$ cat config.mk
export PLATFORM = sky130hd
export DESIGN_NAME = if_fetch_unit
export DESIGN_NICKNAME = d
export VERILOG_FILES = /design/src/rtl/if_pkg.sv /design/src/rtl/fetch_queue.sv /design/src/rtl/if_fetch_unit.sv
export SDC_FILE = /design/constraint.sdc
export NUM_CORES = 1
export LEC_CHECK = 0
export CORE_MARGIN = 3
export CORE_UTILIZATION = 31
export DETAILED_ROUTE_END_ITERATION = 16
export PLACE_DENSITY = 0.51
export SYNTH_ARGS = -nofsm -noshare
export SYNTH_HDL_FRONTEND = slang
export SYNTH_SLANG_ARGS = --single-unit
$ cat constraint.sdc
create_clock -name clock -period 7.2 [get_ports clock]
set_clock_uncertainty 0.1 [all_clocks]
set_input_delay 0.72 -clock clock [delete_from_list [all_inputs] [get_ports clock]]
set_output_delay 0.72 -clock clock [all_outputs]
set_load 0.02 [all_outputs]
$ cat src/rtl/if_pkg.sv
// Shared types and defaults for the instruction-fetch front end.
// Entry layout in the fetch queue is {pc, instr}, pc in the upper bits.
package if_pkg;
  localparam int unsigned XLEN_DEF     = 32;
  localparam logic [31:0] RESET_PC_DEF = 32'h0000_0000;
  localparam logic [31:0] NOP          = 32'h0000_0013;

  typedef struct packed {
    logic [XLEN_DEF-1:0] pc;
    logic [31:0]         instr;
  } fetch_entry_t;
endpackage

$ cat src/rtl/fetch_queue.sv
// Synchronous FIFO with flush (flush beats push), occupancy count and full/empty.
// DEPTH must be a power of two so the pointers wrap naturally.
module fetch_queue #(
  parameter int DEPTH = 4,
  parameter int W     = 64
) (
  input  logic                       clk_i,
  input  logic                       rst_ni,
  input  logic                       push_i,
  input  logic [W-1:0]               push_dat_i,
  input  logic                       pop_i,
  input  logic                       flush_i,
  output logic [W-1:0]               head_dat_o,
  output logic [$clog2(DEPTH+1)-1:0] count_o,
  output logic                       full_o,
  output logic                       empty_o
);
  localparam int AW = $clog2(DEPTH);
  localparam int CW = $clog2(DEPTH+1);

  logic [W-1:0]  mem_q [DEPTH];
  logic [AW-1:0] rd_q, wr_q;
  logic [CW-1:0] cnt_q;
  logic          do_push, do_pop;

  assign empty_o    = (cnt_q == '0);
  assign full_o     = (cnt_q == CW'(DEPTH));
  assign count_o    = cnt_q;
  assign head_dat_o = mem_q[rd_q];

  // A pop frees the slot in the same cycle, so push into a full queue is fine then.
  assign do_pop  = pop_i && !empty_o;
  assign do_push = push_i && (!full_o || do_pop);

  always_ff @(posedge clk_i or negedge rst_ni) begin
    if (!rst_ni) begin
      rd_q  <= '0;
      wr_q  <= '0;
      cnt_q <= '0;
      for (int i = 0; i < DEPTH; i++) mem_q[i] <= '0;
    end else if (flush_i) begin
      rd_q  <= '0;
      wr_q  <= '0;
      cnt_q <= '0;
    end else begin
      if (do_push) begin
        mem_q[wr_q] <= push_dat_i;
        wr_q        <= wr_q + AW'(1);
      end
      if (do_pop) rd_q <= rd_q + AW'(1);
      cnt_q <= cnt_q + CW'(do_push) - CW'(do_pop);
    end
  end
endmodule

$ cat src/rtl/if_fetch_unit.sv
// Decoupled fetch stage: PC generator, credit/discard tracking, fetch queue to decode.
// Optional perf counters (perf_fetched, perf_bubbles) built when IF_PERF_CNT_EN is defined.
module if_fetch_unit
  import if_pkg::*;
#(
  parameter int              XLEN            = XLEN_DEF,
  parameter logic [XLEN-1:0] RESET_PC        = XLEN'(RESET_PC_DEF),
  parameter int              QDEPTH          = 4,
  parameter int              MAX_OUTSTANDING = 2
) (
  input  logic            clock,
  input  logic            reset,
  input  logic            redirect_valid,
  input  logic [XLEN-1:0] redirect_pc,
  output logic            imem_req_valid,
  output logic [XLEN-1:0] imem_req_addr,
  input  logic            imem_req_ready,
  input  logic            imem_rsp_valid,
  input  logic [31:0]     imem_rsp_data,
  output logic            id_valid,
  input  logic            id_ready,
  output logic [31:0]     id_instr,
  output logic [XLEN-1:0] id_pc,
  output logic [XLEN-1:0] id_npc
`ifdef IF_PERF_CNT_EN
  ,
  output logic [31:0]     perf_fetched,
  output logic [31:0]     perf_bubbles
`endif
);
  localparam int CW  = $clog2(MAX_OUTSTANDING+1);
  localparam int QCW = $clog2(QDEPTH+1);

  logic [XLEN-1:0]  pc_q, pc_d, rsp_pc_q, rsp_pc_d;
  logic [CW-1:0]    out_q, out_d, disc_q, disc_d;
  logic             run_q;
  logic [QCW-1:0]   q_count;
  logic             q_full, q_empty;
  logic [XLEN+31:0] head;
  logic             req_fire, push, pop;

  // run_q keeps the request port quiet while reset is held and for the first edge after.
  assign imem_req_valid = run_q && !redirect_valid
                       && (32'(out_q) + 32'(q_count) < 32'(QDEPTH))
                       && (32'(out_q) < 32'(MAX_OUTSTANDING));
  assign imem_req_addr  = pc_q;
  assign req_fire       = imem_req_valid && imem_req_ready;
  assign push           = imem_rsp_valid && !redirect_valid && (disc_q == '0);
  assign pop            = !q_empty && id_ready;

  always_comb begin
    pc_d     = pc_q;
    rsp_pc_d = rsp_pc_q;
    out_d    = out_q;
    disc_d   = disc_q;
    if (redirect_valid) begin
      pc_d     = {redirect_pc[XLEN-1:2], 2'b00};
      rsp_pc_d = {redirect_pc[XLEN-1:2], 2'b00};
      out_d    = out_q - CW'(imem_rsp_valid);
      disc_d   = out_q - CW'(imem_rsp_valid);
    end else begin
      if (req_fire) pc_d = pc_q + XLEN'(4);
      out_d = out_q + CW'(req_fire) - CW'(imem_rsp_valid);
      if (imem_rsp_valid) begin
        if (disc_q != '0) disc_d = disc_q - CW'(1);
        else              rsp_pc_d = rsp_pc_q + XLEN'(4);
      end
    end
  end

  always_ff @(posedge clock or negedge reset) begin
    if (!reset) begin
      pc_q     <= RESET_PC;
      rsp_pc_q <= RESET_PC;
      out_q    <= '0;
      disc_q   <= '0;
      run_q    <= 1'b0;
    end else begin
      pc_q     <= pc_d;
      rsp_pc_q <= rsp_pc_d;
      out_q    <= out_d;
      disc_q   <= disc_d;
      run_q    <= 1'b1;
    end
  end

  fetch_queue #(.DEPTH(QDEPTH), .W(XLEN+32)) u_queue (
    .clk_i      (clock),
    .rst_ni     (reset),
    .push_i     (push),
    .push_dat_i ({rsp_pc_q, imem_rsp_data}),
    .pop_i      (pop),
    .flush_i    (redirect_valid),
    .head_dat_o (head),
    .count_o    (q_count),
    .full_o     (q_full),
    .empty_o    (q_empty)
  );

  assign id_valid = !q_empty;
  assign id_instr = q_empty ? '0 : head[31:0];
  assign id_pc    = q_empty ? '0 : head[XLEN+31:32];
  assign id_npc   = q_empty ? '0 : head[XLEN+31:32] + XLEN'(4);

  // The credit check should make this unreachable.
  assert property (@(posedge clock) disable iff (!reset) !(push && q_full && !pop));

`ifdef IF_PERF_CNT_EN
  logic [31:0] fetched_q, bubbles_q;
  always_ff @(posedge clock or negedge reset) begin
    if (!reset) begin
      fetched_q <= '0;
      bubbles_q <= '0;
    end else begin
      if (pop)                 fetched_q <= fetched_q + 32'd1;
      if (id_ready && q_empty) bubbles_q <= bubbles_q + 32'd1;
    end
  end
  assign perf_fetched = fetched_q;
  assign perf_bubbles = bubbles_q;
`endif
endmodule

==> impl_results.md, run 1 <==
* Post-synth top area share at 49.73%
* Syn_area_per_cell at 12.72 um2
* Pwr Total at 7.400 mW
* Sw power at 2.531 mW
* Crit path max fanout at 23
* WP buf/inv at 2
* Sequential-to-total area share from yosys stat at 49.73%
* Slew HR at 17.92%
* Hold Crit Class: primary input to asynchronous set/reset pin
* Critical path cell sequence: buf_4, mux4_1, ha_1, nand3_1, nor4_1, nand3b_1, mux2_2, clkdlybuf4s50_1
* Minimum clock period at 5.251 ns
* Clock power share at 27.7%
* Combinational fraction of design power at 38.5%
* Die X at 233.9 um
* Period utilisation layout at 72.93%
* Final net count at 1514
* Gp weighted congestion at 0.7943
* Residual DRC at 0
* FF+latch count, synth at 320
* Most frequent cell after synthesis: dfrtp_1
* Final Hold Viols at 0
* Post-Synth Simple-Gate Area at 11.39%
* Cell variety after synth at 60
* Worst skew pair latency at 0.55 ns
* Layout cell share with drive strength beyond 1 at 27.93%
* Leading cell types by count after synthesis: dfrtp_1 (320), mux2_2 (259), and2_1 (69)
* Cells after synthesis at 1266
* Ys async rst share at 100.0%
* Die area at 0.05472 mm2
* Ports at 200
* WS Path Type: register to output port
* Net Sw Frac at 34.20%
* Slew Limit Fails at 0
* Starting Density at 31.77%
* Vias per cell at 5.097
* Adder-cell share of the synthesized area at 1.212%
* Element type at the critical path end: output port
* Flop pwr share at 33.8%
* XOR/XNOR Fraction of Synth Area at 2.991%
* Layout Area Growth over Synthesis at 23.96%
* Initial antenna violation count at 0
* Root buf cell: clkbuf_16
* Post-synthesis mux area share at 27.37%
* Total grt overflow at 0
* CTS Buf Count at 40
* First DRT Iteration DRCs at 480
* Final instance area at 0.01996 mm2
* Largest net degree at the start of global routing at 150
* Pleak at 8.627 nW
* Status: finished, final reports clean
* Worst endpoint required time at 6.38 ns
* Chip Height at 233.9 um
* Synth Area in Compound Gates at 4.087%
* Netlist Area Pre-Place at 0.01610 mm2
* Final setup viols at 0
* CTS resizes at 0
* Routed WL per cell at 20.50 um
* DP HPWL at 28530 um
* Leading area contributor after synthesis: dfrtp_1
* Largest family of logic cells by synthesized area: multiplexers
* CTS H-Tree Depth at 2
* CTS tree: yes
* Post-Place Cell Area at 0.01861 mm2
* First-pass GRT wire length at 67970 um
* Max VDD drop at 0.1524 mV
* Internal at 4.869 mW
* Vias in the first global route at 11420
* CTS Hold Buffers Added at 0
* Critical Path Start Type: register
* Num rows at 82
* Unrepaired setup endpoints after global routing: false
* Worst EP arrival at 4.43 ns
* Worst-path clk slew at 0.06 ns
* Primary FF master, synth: dfrtp_1
* Post-route ant nets at 0
* First-pass iteration count of the detailed router at 4
* Yosys warns at 0
* Synth top area cells: dfrtp_1 (50%), mux2_2 (18%), mux4_2 (6.6%), and2_1 (2.7%), mux4_1 (2.3%)
* Tot GR Track Use at 16.04%
* MaxCap Viol Count at 0
* Core footprint at 0.05068 mm2
* Clk buf depth at 3
* Vias at 10860
* Number of flops mapped to enable cells by yosys at 0
* Slew @ Worst Pin at 1.221 ns
* Fin util at 39.38%
* P per Cell Area at 370.7 mW/mm2
* DRT Wirelength at 43670 um
* Critical path's largest stage delay at 0.95 ns
* Top delay family on crit path: simple AND/OR/NAND/NOR gates
* Post-CTS Setup Inserts at 0
* Fill count at 4897
* CP max-delay cell: nor4_1
* Max frequency at 0.1904 GHz
* I/O Buffers at 191
* Clock Sinks at 320
* Setup_tns at 0 ns
==> kinds of logic (layout without fill, tap and decap cells) <==
logic type / count (synthesis) / in the layout
AOI/OAI and AO/OA: 112 / 112
other: 2 / 8
DFF: 320 / 320
buffers and inverters: 115 / 301
adders and majority gates: 15 / 15
muxes: 325 / 325
and+or+nand+nor: 322 / 322
xor gates and xnor gates: 55 / 55
==> power by group through the flow <==
stage | Combinational, mW | Sequential (mW) | Clock, mW
after floorplan | 1.84 | 2.39 | 0
after global routing | 3.06 | 2.57 | 2.19
after CTS | 2.90 | 2.50 | 2.12
after global placement | 2.86 | 2.51 | 0
final | 2.85 | 2.50 | 2.05
after detailed placement | 2.89 | 2.53 | 0
==> path summary, 6_finish.rpt <==
check,end,depth (start not counted),from,slack (ns)
min in group clock,u_queue.mem_q[117]$_DFFE_PN0P_,2,u_queue.mem_q[117]$_DFFE_PN0P_,0.38
min reg2reg,u_queue.mem_q[117]$_DFFE_PN0P_,2,u_queue.mem_q[117]$_DFFE_PN0P_,0.38
min,u_queue.mem_q[209]$_DFFE_PN0P_,1,reset,0.15
max,id_npc[28],8,u_queue.rd_q[1]$_DFFE_PN0P_,1.95
max reg2reg,out_q[1]$_DFF_PN0_,12,u_queue.count_o[1]$_DFF_PN0_,4.07
max in group asynchronous,u_queue.rd_q[0]$_DFFE_PN0P_,2,reset,5.41
==> sequential cells by signal, indices dropped and copies added (netlist names) <==
register and cells:
imem_req_addr 30, run_q 1, out_q 2, u_queue.wr_q 2
u_queue.rd_q 2, rsp_pc_q 30, disc_q 2, u_queue.count_o 3
u_queue.mem_q 248
==> per-layer routing <==
| layer | vias to the layer above | global-route usage [%] | part of all wire (%) |
|---|---|---|---|
| met2 | 218 | 25.10 | 45 |
| met1 | 5639 | 22.99 | 49 |
| met4 | 0 | 3.768 | 1.8 |
| met3 | 55 | 3.171 | 4.2 |
| li1 | 4945 | - | - |
| met5 | - | 0 | 0 |
==> cell type report <==
cell class	instances	area, um2	share of cell area [%]
Sequential cell	320	8013	40.14
Multi-Input combinational cell	836	7625	38.20
Timing Repair Buffer	207	2044	10.24
Clock buffer	59	1195	5.986
Tap cell	672	840.8	4.212
Clock inverter	11	151.4	0.7584
Inverter	24	90.09	0.4513
Antenna cell	1	2.502	0.01254
==> worst register-to-register path, delay by kind of cell, from the launching register on <==
kind	cells	cell delay (ns)
DFF	1	0.48
xor gates and xnor gates	2	0.28
and+or+nand+nor	2	0.57
adders and majority gates	3	0.71
buffers and inverters	4	0.76
AOI/OAI and AO/OA	1	0.18
==> per-stage QoR <==
| stage | cells | hold WS, ns | setup slack, ns |
|---|---|---|---|
| after detailed placement | 2059 | 0.3709 | 2.444 |
| after CTS | 2129 | 0.1727 | 1.853 |
| after global routing | 2129 | 0.2092 | 1.584 |
| final | 2130 | 0.1476 | 1.949 |
| after floorplan | 1271 | 0.3244 | 3.849 |
| after global placement | 2059 | 0.3579 | 2.496 |
==> layout by cell type, fill, tap and decap left out, types with 8 or more instances in the layout <==
cell	n
dfrtp_1	318
mux2_2	259
clkdlybuf4s50_1	189
and2_1	69
nand2_1	62
o21ai_0	54
mux4_2	47
clkbuf_16	42
nor2_1	35
nand3_1	34
nand4_1	31
xnor2_1	30
xor2_1	25
a21oi_1	23
inv_1	22
and3_1	20
buf_4	15
mux4_1	14
ha_1	14
or3_1	12
and4_1	11
clkbuf_1	9
a31oi_1	8
o311ai_0	8
clkbuf_8	8
(Power assumes the default switching activity.)
==> inputs of run 2 (changes only) <==
- PLACE_DENSITY: 0.51 -> 0.52
- clock period: 7.2 -> 4.6 ns (I/O delays scaled with it)
==> run 2 against run 1 <==
Net effect: total power is 54% higher; non-clock buffer count grew 12; worst hold slack better by 0.082 ns; setup slack lost 1.7 ns; cell area up 0.13%; largest cell class unchanged; highest routed layer unchanged.
==> impl_results.md, run 2 (synthesis results as in run 1) <==
* Status: finished, final reports clean
* Total grt overflow at 0 (unchanged)
* Starting Density at 31.77% (unchanged)
* Element type at the critical path end: output port
* Slew HR at 26.22% (+8.3 points)
* Die X at 233.9 um (unchanged)
* DP HPWL at 28910 um (+1.3%)
* Worst skew pair latency at 0.55 ns (about the same)
* P per Cell Area at 570.6 mW/mm2 (+54%)
* Initial antenna violation count at 0 (unchanged)
* Layout cell share with drive strength beyond 1 at 28.34% (+0.40 points)
* Worst endpoint required time at 4.04 ns (-2.34 ns)
* Slew @ Worst Pin at 1.103 ns (-0.1183 ns)
* First-pass iteration count of the detailed router at 4 (unchanged)
* Minimum clock period at 4.359 ns
* Vias in the first global route at 11580 (+1.4%)
* Clock Sinks at 320 (unchanged)
* Post-Place Cell Area at 0.01871 mm2 (+0.54%)
* Internal at 7.473 mW (+53%)
* DRT Wirelength at 43910 um (+0.54%)
* Pre-CTS setup slack at 0.6801 ns (-1.764 ns)
* Chip Height at 233.9 um (unchanged)
* MaxCap Viol Count at 0 (unchanged)
* Sw power at 3.932 mW (+55%)
* Largest net degree at the start of global routing at 109 (-27%)
* Core footprint at 0.05068 mm2 (unchanged)
* Routed WL per cell at 20.51 um (about the same)
* Fill count at 4857 (-0.82%)
* Combinational fraction of design power at 40.0% (+1.5 points)
* Most frequent cells in the layout: dfrtp_1 (318), mux2_2 (259), clkdlybuf4s50_1 (189), and2_1 (69), nand2_1 (62)
* Num rows at 82 (unchanged)
* Hold Crit Class: primary input to register
* Area occupied by multi-input gates at 0.007625 mm2 (unchanged)
* Residual DRC at 0 (unchanged)
* Period utilisation layout at 94.76%
* Layout Area Growth over Synthesis at 24.13%
* I/O Buffers at 191 (unchanged)
* Storage cell area at 0.008013 mm2 (unchanged)
* Unrepaired setup endpoints after global routing: false
* Final setup viols at 0 (unchanged)
* Top reg by flops: u_queue.mem_q
* Final net count at 1525 (+0.73%)
* CTS Buf Count at 39 (-2.5%)
* WS Path Type: register to output port
* First DRT Iteration DRCs at 550 (+15%)
* Worst EP arrival at 3.80 ns (-0.63 ns)
* Flop pwr share at 33.8% (about the same)
* Reg-to-reg setup timing slack at 1.83 ns (-2.24 ns)
* Post-route ant nets at 0 (unchanged)
* Setup_tns at 0 ns (unchanged)
* Max frequency at 0.2294 GHz
* Setup WS post-layout at 0.2412 ns (-1.708 ns)
* Pleak at 8.649 nW (+0.26%)
* Worst-path clk slew at 0.06 ns (about the same)
* Crit path max fanout at 14 (-39%)
* Clock power share at 26.2% (-1.5 points)
* CTS H-Tree Depth at 2 (unchanged)
* Vias at 10850 (-0.028%)
* First-pass GRT wire length at 68460 um (+0.73%)
* Ports at 200 (unchanged)
* CTS tree: yes
* Max VDD drop at 0.2147 mV (+41%)
* Root buf cell: clkbuf_16
* Vias per cell at 5.070 (-0.54%)
* Final Hold Viols at 0 (unchanged)
* Critical Path Start Type: register
* Largest register FFs at 248 (unchanged)
* Clk buf depth at 3 (unchanged)
* Net Sw Frac at 34.47% (+0.28 points)
* Gp weighted congestion at 0.7909 (-0.43%)
* Most common cell after layout, fill and taps aside: dfrtp_1
* Die area at 0.05472 mm2 (unchanged)
* Tot GR Track Use at 16.11% (+0.068 points)
* Slew Limit Fails at 0 (unchanged)
* Final instance area at 0.01999 mm2 (+0.13%)
## run 2: cell types whose count changed in the layout (fill, tap and decap cells not counted), moves of 2 or more
cell | before | now
buf_12 | 1 | 4
buf_4 | 15 | 22
clkbuf_16 | 42 | 40
clkbuf_8 | 8 | 4
clkinv_2 | 4 | 9
clkinv_4 | 2 | 0
## run 2: path summary, 6_finish.rpt
kind                                                start  cells after the start                              to
max                           u_queue.rd_q[0]$_DFFE_PN0P_                      7                      id_npc[31]
min                                        redirect_valid                      3         rsp_pc_q[6]$_DFFE_PN0P_
max reg2reg                  u_queue.count_o[1]$_DFF_PN0_                      7   imem_req_addr[21]$_DFFE_PN0P_
min reg2reg                u_queue.mem_q[245]$_DFFE_PN0P_                      2  u_queue.mem_q[245]$_DFFE_PN0P_
max in group asynchronous                           reset                      3  u_queue.mem_q[218]$_DFFE_PN0P_
min in group asynchronous                           reset                      2  u_queue.mem_q[142]$_DFFE_PN0P_
## run 2: per-stage QoR
| stage | cells | utilization [%] | total power, mW | hold slack, ns |
|---|---|---|---|---|
| 5_1_grt | 2140 | 39.43 | 12.06 | 0.2473 |
| 3_3_place_gp | 2069 | 36.92 | 8.445 | 0.3578 |
| 3_5_place_dp | 2069 | 36.92 | 8.526 | 0.3714 |
| 6_report | 2141 | 39.44 | 11.40 | 0.2300 |
| 4_1_cts | 2139 | 39.38 | 11.59 | 0.1879 |
| 2_1_floorplan | 1271 | - | 6.618 | 0.06441 |
## run 2: final cells by class
class | count | area share, %
multi-input cells | 836 | 38.15
diodes | 1 | 0.01252
repair buffers | 219 | 10.90
clock inverters | 15 | 0.7261
well taps | 672 | 4.207
flip-flops and latches | 320 | 40.09
clock buffers | 54 | 5.471
inverters | 24 | 0.4507
## run 2: what timing repair did
action                                  CTS  global route
endpoints found under the setup margin    0             5
endpoints found under the hold margin   103             0
resized for setup                         0             1
hold buffers                              1             0
setup buffers                             0             1
## run 2: routing by layer
metal	wire length [um]	up-vias	GRT usage, %	share of wire, %
met5	0	-	0	0
met4	834	0	3.768	1.9
met3	1918	57	2.794	4.4
met2	20770	204	25.85	47
met1	20380	5614	22.81	46
li1	-	4979	-	-
## run 2: power groups by stage
stage	Clock [mW]	Combinational, mW	Sequential [mW]
after global placement	0	4.55	3.90
after CTS	3.10	4.61	3.88
after global routing	3.20	4.92	3.95
after detailed placement	0	4.59	3.93
after floorplan	0	2.88	3.74
final	2.99	4.56	3.86
## run 2: worst max-delay path, stage by stage (launching register included)
cell,delay [ns]
dfrtp_4,0.62
buf_12,0.22
mux4_2,0.41
and4_2,0.29
nand4_4,0.16
nor4b_1,0.58
mux2_2,0.43
clkdlybuf4s50_1,0.54
